File: src/rtl/mips_mem_pkg.sv
// mips_mem_pkg: shared widths and the store-buffer entry layout for the data-memory path.
package mips_mem_pkg;
    localparam int ADDR_W = 32;
    localparam int DATA_W = 32;
    localparam int WORD_LSB = 2;
    typedef struct packed {
        logic [ADDR_W-WORD_LSB-1:0] word_addr;
        logic [DATA_W-1:0]          data;
    } sb_entry_t;
endpackage

File: src/rtl/mips_sb_fifo.sv
// mips_sb_fifo: circular store FIFO with head/tail pointers and an occupancy count.
module mips_sb_fifo
    import mips_mem_pkg::*;
#(
    parameter int DEPTH = 4,
    parameter int PTR_W = $clog2(DEPTH)
) (
    input  logic                  clock,
    input  logic                  reset,
    input  logic                  push_i,
    input  sb_entry_t             push_entry_i,
    input  logic                  pop_i,
    output sb_entry_t             head_o,
    output sb_entry_t [DEPTH-1:0] entries_o,
    output logic [PTR_W-1:0]      head_ptr_o,
    output logic [PTR_W:0]        count_o,
    output logic                  full_o,
    output logic                  empty_o
);
    sb_entry_t [DEPTH-1:0] mem_q;
    logic [PTR_W-1:0] head_q, tail_q;
    logic [PTR_W:0] count_q, count_d;
    always_comb begin
        count_d = count_q + (PTR_W+1)'(push_i) - (PTR_W+1)'(pop_i);
    end
    always_ff @(posedge clock) begin
        if (reset) begin
            head_q  <= '0;
            tail_q  <= '0;
            count_q <= '0;
        end else begin
            if (push_i) tail_q <= tail_q + 1'b1;
            if (pop_i) head_q <= head_q + 1'b1;
            count_q <= count_d;
        end
    end
    // Payload needs no reset: count gates every read of it.
    always_ff @(posedge clock) begin
        if (push_i) mem_q[tail_q] <= push_entry_i;
    end
    assign head_o     = mem_q[head_q];
    assign entries_o  = mem_q;
    assign head_ptr_o = head_q;
    assign count_o    = count_q;
    assign full_o     = count_q == (PTR_W+1)'(DEPTH);
    assign empty_o    = count_q == '0;
endmodule

File: src/rtl/mips_store_buffer.sv
// mips_store_buffer: posted-write buffer in front of data memory with load forwarding,
// load-priority port arbitration and flush-to-empty stalling.
module mips_store_buffer
    import mips_mem_pkg::*;
#(
    parameter int DEPTH = 4,
    parameter int PTR_W = $clog2(DEPTH)
) (
    input  logic              clock,
    input  logic              reset,
    input  logic [ADDR_W-1:0] cpu_address,
    input  logic [DATA_W-1:0] cpu_write_data,
    input  logic              cpu_mem_read,
    input  logic              cpu_mem_write,
    output logic [DATA_W-1:0] cpu_read_data,
    output logic              cpu_stall,
    input  logic              flush,
    output logic [ADDR_W-1:0] mem_address,
    output logic [DATA_W-1:0] mem_write_data,
    output logic              sig_mem_read,
    output logic              sig_mem_write,
    input  logic [DATA_W-1:0] mem_read_data,
    output logic              buf_empty,
    output logic [PTR_W:0]    buf_count
);
    sb_entry_t [DEPTH-1:0] entries;
    sb_entry_t head_entry;
    logic [PTR_W-1:0] head_ptr, idx;
    logic full, empty, drain_fire, push, fwd_hit;
    logic [DATA_W-1:0] fwd_data;
    mips_sb_fifo #(.DEPTH(DEPTH), .PTR_W(PTR_W)) u_fifo (
        .clock       (clock),
        .reset       (reset),
        .push_i      (push),
        .push_entry_i('{word_addr: cpu_address[ADDR_W-1:WORD_LSB], data: cpu_write_data}),
        .pop_i       (drain_fire),
        .head_o      (head_entry),
        .entries_o   (entries),
        .head_ptr_o  (head_ptr),
        .count_o     (buf_count),
        .full_o      (full),
        .empty_o     (empty)
    );
    // A load owns the memory port; drains only use otherwise idle cycles.
    assign drain_fire = !reset && !cpu_mem_read && !empty;
    assign cpu_stall  = !reset && ((cpu_mem_write && full && !drain_fire) ||
                                   (flush && (!empty || cpu_mem_write)));
    assign push           = !reset && cpu_mem_write && !cpu_stall;
    assign sig_mem_read   = !reset && cpu_mem_read;
    assign sig_mem_write  = drain_fire;
    assign mem_address    = sig_mem_read ? cpu_address :
                            drain_fire ? {head_entry.word_addr, {WORD_LSB{1'b0}}} : '0;
    assign mem_write_data = drain_fire ? head_entry.data : '0;
    assign buf_empty      = empty;
    // Oldest-to-youngest scan so the last hit is the youngest matching store.
    always_comb begin
        fwd_hit  = 1'b0;
        fwd_data = '0;
        idx      = '0;
        for (int i = 0; i < DEPTH; i++) begin
            idx = head_ptr + PTR_W'(i);
            if ((PTR_W+1)'(i) < buf_count && entries[idx].word_addr == cpu_address[ADDR_W-1:WORD_LSB]) begin
                fwd_hit  = 1'b1;
                fwd_data = entries[idx].data;
            end
        end
    end
    assign cpu_read_data = fwd_hit ? fwd_data : mem_read_data;
endmodule

File: config.mk
export PLATFORM = sky130hd
export DESIGN_NAME = mips_store_buffer
export DESIGN_NICKNAME = d
export VERILOG_FILES = /design/src/rtl/mips_mem_pkg.sv /design/src/rtl/mips_sb_fifo.sv /design/src/rtl/mips_store_buffer.sv
export SDC_FILE = /design/constraint.sdc
export NUM_CORES = 1
export LEC_CHECK = 0
export CAP_MARGIN = 15
export CORE_MARGIN = 4
export CORE_UTILIZATION = 45
export CTS_BUF_LIST = sky130_fd_sc_hd__clkbuf_4
export DETAILED_ROUTE_END_ITERATION = 12
export PLACE_DENSITY = 0.67
export SYNTH_ARGS = -nofsm -noshare
export SYNTH_HDL_FRONTEND = slang
export SYNTH_SLANG_ARGS = --single-unit
File: constraint.sdc
create_clock -name clock -period 5.6 [get_ports clock]
set_clock_uncertainty 0.1 [all_clocks]
set_input_delay 1.12 -clock clock [delete_from_list [all_inputs] [get_ports clock]]
set_output_delay 1.12 -clock clock [all_outputs]
set_load 0.005 [all_outputs]
# Yosys cells after proc, flatten, opt, wreduce, memory -nomap -nowiden
# Index checks and enable logic that the tools add are counted.
# totals
ff_bits	255
output_inout_bits	103
elab_cells	77
# op_classes
n_eq_ne	5
addsub	6
n_reduce_logical	22
n_lt_le_gt_ge	10
mux	23
# ops
cell	count
binary-select mux 62 bit (select 2 bit)	4
two-way mux 62 bit	5
two-way mux 32 bit	8
bitwise mux 248 bit	1
demux 62 bit (select 2 bit)	1
equality test 30 bit	4
< comparator 2 x 3 -> 1 bit (second input constant)	5
logical AND 1 bit	14
< comparator 1 x 3 -> 1 bit (first input constant)	2
< comparator 2 x 3 -> 1 bit (first input constant)	2
logical NOT 1 bit	5
adder 2 x 1 -> 2 bit (second input constant)	2
adder 2 bit (second input constant)	2
two-way mux 1 bit	4
adder 3 x 1 -> 3 bit	1
equality test 3 bit (second input constant)	1
logical NOT 3 bit	1
subtractor 3 x 1 -> 3 bit	1
greater-or-equal comparator 2 x 1 -> 1 bit (second input constant)	1
logical OR 1 bit	2

# Depth between registers and ports, before layout
# depth
ltp_word	11
ltp_mapped	16
depth_no_buf	10

# Cells and area by module
# From an unflattened synthesis, not the netlist that was laid out.
# unflattened
cells_unflattened	1414
hier_area_um2	18480.2
# by_module_without_submodules
mod	instances	cells_per_inst	area_per_inst_um2
mips_sb_fifo	1	363	9349.0
mips_store_buffer	1	1051	9131.3

# Least setup slack after synthesis
# No wires, ideal clock.
# synth_path
path_type	input -> output
startpoint	in cpu_address[3]
endpoint	out cpu_read_data[22]
stages	11
t_required_ns	4.380
path_slack_ns	0.930
t_arrival_ns	3.450
n_path_buf	3
path_cell_list	clkbuf_2 and3_1 a2111o_1 a2111oi_0 or4b_4 or2_1 buf_2 buf_6 nor4_1 a211o_1 o21ai_1
# synth_via
elab_chain_len	7
word_cells_on_any_way	17
cone_classes	eq/ne (4); mux (9); reduce/logical (4)
# synth_rtl
item	line	rtl
start: declaration	mips_store_buffer.sv:11	input logic [ADDR_W-1:0] cpu_address,
equality test 30 bit	mips_store_buffer.sv:62	if ((PTR_W+1)'(i) < buf_count && entries[idx].word_addr == cpu_address[ADDR_W-1:WORD_LSB]) begin
logical AND 1 bit	mips_store_buffer.sv:62	
two-way mux 32 bit / two-way mux 1 bit (equally long branches) (4 in series)	mips_store_buffer.sv:62	
two-way mux 32 bit *	mips_store_buffer.sv:68	assign cpu_read_data = fwd_hit ? fwd_data : mem_read_data;
end: declaration	mips_store_buffer.sv:15	output logic [DATA_W-1:0] cpu_read_data,
# Every way passes the cells marked *; elsewhere a longest branch is shown, timed or not.

# Worst setup path after layout
# layout_path
startpoint	reg u_fifo.head_q[0] (netlist: u_fifo.head_ptr_o[0])
endpoint	out cpu_read_data[5]
# layout_via
elab_chain_len	9
word_cells_on_any_way	28
cone_classes	add/sub (3); eq/ne (4); mux (17); reduce/logical (4)
# layout_rtl
item	line	rtl
start: declaration	mips_sb_fifo.sv:21	logic [PTR_W-1:0] head_q, tail_q;
start signal: assignment	mips_sb_fifo.sv:33	if (pop_i) head_q <= head_q + 1'b1;
adder 2 x 1 -> 2 bit / binary-select mux 62 bit (select 2 bit) (equally long branches)	mips_store_buffer.sv:61, mips_store_buffer.sv:62, mips_store_buffer.sv:64	
binary-select mux 62 bit (select 2 bit) / two-way mux 62 bit (equally long branches)	mips_store_buffer.sv:62, mips_store_buffer.sv:64	
two-way mux 62 bit (implied by the code) / equality test 30 bit (equally long branches)	mips_store_buffer.sv:64, mips_store_buffer.sv:62	
equality test 30 bit / logical AND 1 bit (equally long branches)	mips_store_buffer.sv:62	
logical AND 1 bit, or another cell as far along	mips_store_buffer.sv:62	
two-way mux 32 bit / two-way mux 1 bit (equally long branches) (3 in series)	mips_store_buffer.sv:62	
two-way mux 32 bit *	mips_store_buffer.sv:68	
# Every way passes the cells marked *; elsewhere a longest branch is shown, timed or not. The select of a mux whose other input is x is not followed.

==> metrics.txt <==
outcome finished with violations; failing checks negative setup slack; WS Path Type flip-flop to primary output; Max rail drop VDD between 0.2 and 0.25 mV; # setup viols final 4; Worst Setup EP cpu_read_data[5]; CP Launch Type flip-flop; Hold Vio Cnt, Final 0; post-layout minimum cycle time ~5.7 ns; DR vias/cell around 6.0; die area 41100 um^2; dpl ws -0.631 ns; post-route cell area ~22000 um^2; WL met1 roughly 21 mm; Cell Area, Synth roughly 17000 um^2; Max Slew Vio Count 0; initial antenna violation count 6; Post-layout nets 1865; number of synthesized flops with an enable pin about 250; drt wl/cell 22.8 um; synthesis-stage register bit count around 260; sequential area share after synthesis 0.445; worst reg2reg endpoint u_fifo.entries_o[208]; Top Metal Used met5; I/O pins 204; Worst-Skew Late Latency approximately 0.68 ns; Met3 Wirelength 4.92 mm; drt pass-1 iters 7; post-DP HPWL 35.3 mm; Mapped Nets ~1.6k; ys async rst share 0; worst hold start u_fifo.tail_q[1]; final wirelength roughly 53 mm; CTS tree done; commonest non-fill, non-tap cell in the layout edfxtp_1; measured slew at the worst slew-check pin about 0.83 ns; pwr dens 306 nW/um^2; number of CTS-inserted buffers 71; CP Data Arrival Time approximately 4.5 ns; Initial Util 0.454; IO buf count 203; type of the worst min-delay path flip-flop to flip-flop; endpoint class of the critical path primary output; largest net degree at the start of global routing 99; RSZ-0062 raised after global routing yes; crit path launch u_fifo.head_ptr_o[0]; root buffer cell clkbuf_4; Die Width ~200 um; Critical R2R Launch u_fifo.count_o[1]; worst-path fanout max 6; routability cong. 0.960; row cnt slightly above 70; routed length on met2 between 20 and 25 mm; R2R setup slack between 3 and 4 ns; average cell area after synthesis around 12 um^2; Placement Cell Area slightly above 20000 um^2; # H-tree levels 3; DRC errors left 0; WP data required between 4 and 5 ns; Mapped Cells 1442; first-pass GRT wire length ~79 mm; Most used DFF post-synth edfxtp_1; warnings from Yosys 0; clock-pin slew on the worst setup and hold paths about 0.06 ns; Antenna Nets Post-Route 0; clk sink count 255; total congestion overflow 0; Synth cell types 66; Final Worst Setup Slack -0.0772 ns; Max Buffers Root-to-Sink 3; Die Height 203 um; via count approximately 14k; area of the core about 38000 um^2; hold path cells 2; share of layout cells above drive strength 1 0.289; Total GRT Usage 0.245; Initial DRC Count around 1.3k; LEAKAGE approximately 7.4 nW; vias in the first global route between 10k and 15k; FMAX around 180 MHz; most frequent cells in the layout edfxtp_1 (248), clkdlybuf4s50_1 (166), buf_4 (128); worst rel slew slack 0.446; final worst path period share 1.01; MaxCap Viol Count 0; Layout area overhead 29.3%; final hold slack between 0.4 and 0.5 ns; R2R depth 5
-- how the worst min path moves through the flow --
stage / end
after floorplan: u_fifo.tail_q[1]
after global placement: u_fifo.tail_q[1]
after detailed placement: u_fifo.tail_q[1]
after CTS: u_fifo.tail_q[1]
after global routing: u_fifo.tail_q[1]
final: u_fifo.tail_q[1]
-- critical path, stage by stage (launching register included) --
cell and delay (ns):
dfxtp_4 0.44, buf_12 0.14, mux2_4 0.31, a222oi_1 0.37
nand3_1 0.20, a2111oi_4 0.42, buf_4 0.18, or4b_4 0.51
o21ai_4 0.19, o21ai_4 0.11, buf_12 0.16, buf_8 0.13
a211o_1 0.27, o21ai_2 0.19, buf_2 0.15
-- layer usage --
metal | vias to the layer above | global-route usage
met1 | 6791 | 0.319
met2 | 727 | 0.399
li1 | 6243 | -
met4 | 4 | 0.101
met5 | - | 0
met3 | 148 | 0.0567
-- cells in the mapped netlist, types with 15 or more instances --
master | n | area [um^2]
nand4_1 | 18 | 113
a211oi_1 | 33 | 248
buf_2 | 18 | 90.1
o31ai_1 | 30 | 225
o21ai_1 | 31 | 155
nor4_1 | 21 | 131
o21ai_0 | 67 | 335
nor2b_1 | 33 | 206
xnor2_1 | 70 | 613
nor3_1 | 40 | 200
clkbuf_1 | 74 | 278
nand2_1 | 72 | 270
mux2i_1 | 125 | 1250
a211o_1 | 29 | 254
mux2_2 | 41 | 462
xor2_1 | 45 | 394
buf_6 | 15 | 169
nor4_2 | 20 | 250
nor2_1 | 76 | 285
a22o_1 | 30 | 263
buf_1 | 17 | 63.8
a21oi_1 | 39 | 195
and2_1 | 69 | 432
mux4_2 | 81 | 1820
edfxtp_1 | 248 | 7450
-- cell families after synthesis --
logic type / Yosys count / share of synthesized area
AND/OR/NAND/NOR: 363 / 0.117
flip-flops: 255 / 0.445
AO/OA/AOI/OAI: 297 / 0.117
multiplexers: 251 / 0.210
adder cells (fa/ha/maj): 9 / 0.00704
XOR/XNOR: 115 / 0.0590
buffers and inverters: 152 / 0.0455
-- sequential cells by signal, summed over array words and instances (netlist names) --
name and cells:
u_fifo.count_o 3, u_fifo.entries_o 248, u_fifo.head_ptr_o 2, u_fifo.tail_q 2
-- final cells by class --
class	instances	area, um^2
diodes	5	12.5
clock buffers	99	743
clock inverters	27	161
repair buffers	376	3710
multi-input cells	1036	9150
inverters	15	58.8
flip-flops and latches	255	7590
well taps	511	639
fillers	3062	15500
-- power breakdown --
part / switching, W / total (W) / internal (W)
clock: 0.000797 / 0.00171 / 0.000911
combinational: 0.00146 / 0.00286 / 0.00140
sequential: 0.0000407 / 0.00218 / 0.00214
-- metrics by stage --
stage	total power (W)	TNS [ns]	std cells	util
after floorplan	0.00403	0	1442	-
after global placement	0.00477	-17.31	2145	0.539
after detailed placement	0.00479	-18.54	2145	0.539
after CTS	0.00666	-0.328	2301	0.575
after global routing	0.00709	-2.89	2322	0.587
final	0.00675	-0.170	2324	0.587
-- what timing repair did --
item	in CTS	in global routing
buffers inserted	26	14
setup endpoints to repair	32	32
cloned	4	4
resized for setup	103	122
hold endpoints to repair	0	0
pin swaps	10	45
hold buffers	0	0
Power figures use the tool's default switching activity.
